`src/rtl/pipe_hazard_ctrl.sv`:
```
// pipe_hazard_ctrl: 5-stage pipeline stall/flush sequencing (load-use, redirect, data-memory wait).
// Optional macro HAZARD_PERF_CNT_EN adds stall/flush cycle counters.
module pipe_hazard_ctrl #(
    parameter int REG_AW      = 5,
    parameter int MEM_TIMEOUT = 255
) (
    input  logic              clk,
    input  logic              rst_n,
    input  logic [REG_AW-1:0] id_rs1,
    input  logic [REG_AW-1:0] id_rs2,
    input  logic              id_use_rs1,
    input  logic              id_use_rs2,
    input  logic              ex_is_load,
    input  logic [REG_AW-1:0] ex_rd,
    input  logic              ex_redirect,
    input  logic              mem_req,
    input  logic              mem_ready,
    output logic              pc_stall,
    output logic              ifid_stall,
    output logic              ifid_flush,
    output logic              idex_flush,
    output logic              exmem_stall,
    output logic              memwb_flush,
    output logic              mem_timeout
`ifdef HAZARD_PERF_CNT_EN
    ,
    output logic [31:0]       perf_stall_cnt,
    output logic [31:0]       perf_flush_cnt
`endif
);

    typedef enum logic {RUN, MEM_WAIT} state_t;

    state_t     state_q, state_d;
    logic [7:0] wait_cnt_q, wait_cnt_d;
    logic       load_use, timeout_hit;
    logic       pc_stall_d, ifid_stall_d, ifid_flush_d, idex_flush_d;
    logic       exmem_stall_d, memwb_flush_d, mem_timeout_d;

    assign load_use    = ex_is_load && ex_rd != '0 &&
                         ((id_use_rs1 && id_rs1 == ex_rd) || (id_use_rs2 && id_rs2 == ex_rd));
    assign timeout_hit = wait_cnt_q == 8'(MEM_TIMEOUT);

    // Hazard decode: memory wait outranks redirect, which outranks load-use.
    always_comb begin
        state_d       = state_q;
        wait_cnt_d    = wait_cnt_q;
        pc_stall_d    = 1'b0;
        ifid_stall_d  = 1'b0;
        ifid_flush_d  = 1'b0;
        idex_flush_d  = 1'b0;
        exmem_stall_d = 1'b0;
        memwb_flush_d = 1'b0;
        mem_timeout_d = 1'b0;
        if (state_q == MEM_WAIT) begin
            if (mem_ready || timeout_hit) begin
                mem_timeout_d = !mem_ready;
                state_d       = RUN;
                wait_cnt_d    = 8'd0;
            end else begin
                pc_stall_d    = 1'b1;
                ifid_stall_d  = 1'b1;
                exmem_stall_d = 1'b1;
                memwb_flush_d = 1'b1;
                wait_cnt_d    = wait_cnt_q == 8'hFF ? wait_cnt_q : wait_cnt_q + 8'd1;
            end
        end else if (mem_req && !mem_ready) begin
            pc_stall_d    = 1'b1;
            ifid_stall_d  = 1'b1;
            exmem_stall_d = 1'b1;
            memwb_flush_d = 1'b1;
            state_d       = MEM_WAIT;
            wait_cnt_d    = 8'd1;
        end else if (ex_redirect) begin
            ifid_flush_d = 1'b1;
            idex_flush_d = 1'b1;
        end else if (load_use) begin
            pc_stall_d   = 1'b1;
            ifid_stall_d = 1'b1;
            idex_flush_d = 1'b1;
        end
    end

    // Outputs are forced low while reset is held so the pipeline sees no strobes.
    assign pc_stall    = pc_stall_d    & rst_n;
    assign ifid_stall  = ifid_stall_d  & rst_n;
    assign ifid_flush  = ifid_flush_d  & rst_n;
    assign idex_flush  = idex_flush_d  & rst_n;
    assign exmem_stall = exmem_stall_d & rst_n;
    assign memwb_flush = memwb_flush_d & rst_n;
    assign mem_timeout = mem_timeout_d & rst_n;

    // State and wait counter registers.
    always_ff @(posedge clk or negedge rst_n) begin
        if (!rst_n) begin
            state_q    <= RUN;
            wait_cnt_q <= 8'd0;
        end else begin
            state_q    <= state_d;
            wait_cnt_q <= wait_cnt_d;
        end
    end

`ifdef HAZARD_PERF_CNT_EN
    // Cycle counters for PC stalls and IF/ID flushes; wrap naturally.
    always_ff @(posedge clk or negedge rst_n) begin
        if (!rst_n) begin
            perf_stall_cnt <= 32'd0;
            perf_flush_cnt <= 32'd0;
        end else begin
            perf_stall_cnt <= perf_stall_cnt + {31'd0, pc_stall};
            perf_flush_cnt <= perf_flush_cnt + {31'd0, ifid_flush};
        end
    end
`endif

endmodule
```
`config.mk`:
```
export PLATFORM = sky130hd
export DESIGN_NAME = pipe_hazard_ctrl
export DESIGN_NICKNAME = d
export VERILOG_FILES = /design/src/rtl/pipe_hazard_ctrl.sv
export SDC_FILE = /design/constraint.sdc
export NUM_CORES = 1
export LEC_CHECK = 0
export BUFFER_PORTS_ARGS = -buffer_cell sky130_fd_sc_hd__buf_2
export CAP_MARGIN = 15
export CORE_MARGIN = 2
export CORE_UTILIZATION = 45
export DETAILED_ROUTE_END_ITERATION = 8
export PLACE_DENSITY_LB_ADDON = 0.08
export SLEW_MARGIN = 20
export SYNTH_ARGS = -nofsm -noshare
export SYNTH_HDL_FRONTEND = slang
export SYNTH_SLANG_ARGS = --single-unit
export TNS_END_PERCENT = 5
```
`constraint.sdc`:
```
create_clock -name clk -period 4.2 [get_ports clk]
set_input_delay 0.21 -clock clk [delete_from_list [all_inputs] [get_ports clk]]
set_output_delay 0.21 -clock clk [all_outputs]
set_load 0.01 [all_outputs]
```
# Yosys cells after proc, flatten, opt, wreduce, memory -nomap -nowiden
# Index checks and enable logic that the tools add are counted.
[totals]
word_cells = 42
regBits = 9
in_bits = 23
out_inout_bits = 7
[classes]
n_reduce_logical = 11
n_bitwise = 5
n_mux = 19
n_addsub = 1
n_eq_ne = 4
[ops]
columns = ["cell", "count"]
rows = [
  ["$mux W8", 4],
  ["$mux W1", 15],
  ["$eq A5 B5 Y1", 2],
  ["$add A8 B1 Y8 const B", 1],
  ["$eq A8 B8 Y1 const B", 1],
  ["$and A1 B1 Y1", 5],
  ["$logic_and A1 B1 Y1", 5],
  ["$reduce_bool A5 Y1", 1],
  ["$ne A3 B2 Y1 const B", 1],
  ["$logic_or A1 B1 Y1", 2],
  ["$reduce_and A2 Y1", 1],
  ["$reduce_bool A2 Y1", 1],
  ["$logic_not A1 Y1", 1],
]

# Longest topological paths before layout
[logic_depth]
ltp_word = 9
mapped_depth = 6

# Worst setup path after synthesis
# Ideal clock, no wire load.
[synth_timing]
path_type = "reg2out"
startpoint = "register wait_cnt_q[0]"
endpoint = "output pc_stall"
path_slack_ps = 2416
path_stages_with_launch = 7
required_ps = 3990
n_path_buf = 1
t_arrival_ps = 1574
cell_sequence = "dfrtp_1 -> ha_1 -> nand3_2 -> nor2_1 -> o21a_1 -> o41ai_2 -> buf_4"
[synth_between]
elab_chain_len = 5
[synth_lines]
columns = ["element", "line", "text"]
rows = [
  ["start, declared", "35", "logic [7:0] wait_cnt_q, wait_cnt_d;"],
  ["start signal, assigned", "100", "wait_cnt_q <= wait_cnt_d;"],
  ["$eq A8 B8 Y1", "42", "assign timeout_hit = wait_cnt_q == 8'(MEM_TIMEOUT);"],
  ["$logic_or A1 B1 Y1", "56", "if (mem_ready || timeout_hit) begin"],
  ["$mux W1 (2 in series)", "-", ""],
  ["$and A1 B1 Y1", "-", ""],
  ["end, declared", "18", "output logic pc_stall,"],
]
# No other way between the ends.

# Worst setup path in the final report
[layout_timing]
startpoint = "register wait_cnt_q[0]"
endpoint = "output ifid_stall"
[layout_between]
elab_chain_len = 5
[layout_lines]
columns = ["element", "line", "text"]
rows = [
  ["$eq A8 B8 Y1", "42", ""],
  ["$logic_or A1 B1 Y1", "56", ""],
  ["$mux W1", "56", ""],
  ["$mux W1", "55", "if (state_q == MEM_WAIT) begin"],
  ["$and A1 B1 Y1", "86", "assign ifid_stall = ifid_stall_d & rst_n;"],
  ["end, declared", "19", "output logic ifid_stall,"],
]
# No other way between the ends.

==> impl_metrics.tcl <==
set metrics [dict create \
    grt_max_degree 15 \
    die-area_sq_um 1892 \
    synth_nets 105 \
    worstPathRequired_ns 3.99 \
    worst_pin_slew_ns 0.6324 \
    areaGrowthSynthToFinish_pct 24.60 \
    hpwl_mm 1.180 \
    worstPathMaxFanout 6 \
    arrival_ns 1.81 \
    r2r_start "wait_cnt_q[0]" \
    fin_tns_setup_ns 0 \
    wl_mm 1.549 \
    synth_cell_types 35 \
    drc_errors 0 \
    fp.dieH_microns 43.50 \
    finClkSkew_ns 0.0002326 \
    cp-startpoint "wait_cnt_q[0]" \
    h-tree-depth 1 \
    initial_core_util_pct 47.14 \
    worst_r2r_endpoint "wait_cnt_q[6]" \
    path_depth 6 \
    crit_type "flip-flop to output pin" \
    clk_latency_ns 0.25 \
    yosysSeqAreaShare_pct 32.09 \
    drive_gt1_share_pct 31.82 \
    max_freq_ghz 0.4951 \
    coreArea_sq_um 1489 \
    drv_cap 0 \
    port_buffers 29 \
    max-vdd-ir-drop_mv 0.2205 \
    cts.clk_slew.worst_paths_ns 0.06 \
    worstSetupEndpointType "output pin" \
    status "finished, final reports clean" \
    final_util_pct 58.74 \
    clockBufferDepth 2 \
    cts_root_buf "clkbuf_4" \
    ant_nets 0 \
    ys_ff_latch 9 \
    grt_usage_pct 18.45 \
    gp_congestion 0.8465 \
    rsz0062_at_grt "false" \
    hold_class "input port to flip-flop" \
    die_w_microns 43.50 \
    post-route-min-period_ns 2.020 \
    path_buf_inv 1 \
    cts.sinks 9 \
    hold_violations 0 \
    relSlewSlack_pct 57.84 \
    grt_pass1_vias 600 \
    tritoncts "yes" \
    synthesis.area_sq_um 701.9 \
    routedWlPerCell_microns 12.29 \
    rrSetupSlack_ns 2.69 \
    fin_hold_ws_ns 0.2573 \
    setup_viol 0 \
    hold_depth 3 \
    cp_slowest_stage_delay_ns 0.41 \
    period_share_pct 48.10 \
    row_count 14 \
    reg2reg_depth 5 \
    hp-start "mem_ready" \
    power.leakage_uw 0.0004513 \
    grt_first_pass_wirelength_mm 2.615 \
    num_io_pins 30 \
    avgSynthCellArea_sq_um 8.666 \
    path_delay_family "compound AO/OA/AOI/OAI gates" \
    critPathLaunchType "flip-flop" \
    path_cells "ha_1 -> nand3_2 -> nor2_1 -> o21a_1 -> o41ai_2 -> buf_2" \
    grt.overflow.total 0 \
    cts_made_buffers 3 \
    drt_pre_antenna_iters 4 \
    fin_nets 135 \
    yosys_warnings 0 \
    cts_resized 0 \
    drt_iter0_markers 19 \
    crit_slowest_cell "dfrtp_1" \
    synthCells 81 \
    power.density_nw_per_um2 320.7 \
    slew_viol_final 0 \
    antenna_found_initial 0 \
    diodes 0 \
    num_vias 661 \
    hold_path_end "wait_cnt_q[0]" \
    viasPerCell 5.246 \
]
sequential cells by signal (all words and copies together) (netlist names):
register / cells
state_q: 1
wait_cnt_q: 8
stage by stage:
stage	power, uW	instance area [sq um]	setup WS [ns]	instances
floorplan	184.0	701.9	2.416	81
global placement	211.8	838.3	2.480	121
detailed placement	213.8	838.3	2.456	121
CTS	283.4	874.6	2.164	126
global route	300.5	874.6	2.065	126
finish	280.4	874.6	2.180	126
cell families (layout without fill, tap and decap cells):
group                      after synthesis  after routing  share of synthesized area [%]
xor gates and xnor gates                11             11                          13.73
buffers and inverters                    8             37                          5.703
DFF                                      9              9                          32.09
adders and majority gates                1              1                          1.782
AOI/OAI and AO/OA                       22             22                          22.99
and+or+nand+nor                         30             30                          23.71
how the worst max path moves through the flow:
stage | endpoint | slack [ns]
5_1_grt | ifid_stall | 2.07
4_1_cts | ifid_stall | 2.16
2_1_floorplan | pc_stall | 2.42
3_5_place_dp | ifid_stall | 2.46
3_3_place_gp | ifid_stall | 2.48
6_report | ifid_stall | 2.18
layout make-up:
| type | count | area [sq um] |
|---|---|---|
| clock buffer | 4 | 26.28 |
| fill | 134 | 614.3 |
| inverter | 3 | 11.26 |
| multi-input combinational | 64 | 436.7 |
| sequential | 9 | 225.2 |
| tap | 16 | 20.02 |
| timing repair buffer | 30 | 155.1 |
worst min-delay path: cells and delay by family:
kind | cells | cell delay, ns
buf+inv | 1 | 0.10
compound gates | 2 | 0.17
routing by layer:
metal  global-route usage [%]  up-vias  share of wire [%]
li1                         -      352                  -
met2                    29.25       15                 47
met1                    24.68      292                 47
met5                        0        -                  0
met4                    5.455        0               0.65
met3                    5.000        2                4.7
layout by cell type (no fill, tap or decap), types with 2 or more instances in the layout:
cell type / count
buf_2: 29
dfrtp_1: 9
xor2_1: 8
nand2_1: 8
nor2_1: 5
xnor2_1: 3
inv_1: 3
a21oi_1: 3
o21ai_0: 3
a31oi_1: 3
clkbuf_4: 3
nand4_1: 2
o21a_1: 2
nand2b_1: 2
nand3_1: 2
o31ai_1: 2
and2_1: 2
a22o_1: 2
nor2b_1: 2
report_power, final:
group	internal, uW	switching, uW	leakage (uW)
clock	36.6	30.1	0.0000150
sequential	104	22.0	0.000120
combinational	41.7	46.3	0.000316
cell usage after synthesis (all sizes together):
| cell | instances | share of area (%) |
|---|---|---|
| nor2 | 5 | 2.7 |
| o211a | 1 | 1.4 |
| a22o | 2 | 2.5 |
| o21a | 2 | 2.1 |
| a41oi | 1 | 1.2 |
| ha | 1 | 1.8 |
| a32oi | 1 | 1.2 |
| or4 | 1 | 1.1 |
| a211o | 1 | 1.2 |
| and4 | 1 | 1.2 |
| buf | 4 | 3.6 |
| xor2 | 8 | 10 |
| a21o | 1 | 1.1 |
| nand2b | 2 | 1.8 |
| a31oi | 3 | 2.7 |
| inv | 3 | 1.6 |
| and3 | 1 | 0.89 |
| a21oi | 3 | 2.1 |
| and2 | 3 | 2.7 |
| o41ai | 1 | 2.3 |
| nand4 | 2 | 1.8 |
| xnor2 | 3 | 3.7 |
| nand3 | 3 | 2.9 |
| nor2b | 2 | 1.8 |
| nor4 | 2 | 2.7 |
| dfrtp | 9 | 32 |
| nand2 | 8 | 4.3 |
| o31ai | 2 | 2.1 |
| o21ai | 4 | 2.9 |
| clkbuf | 1 | 0.53 |
what timing repair did:
action / CTS / global route
buffers inserted: 0 / 0
hold buffers: 1 / 0
hold endpoints to repair: 9 / 0
(Power assumes the default switching activity.)
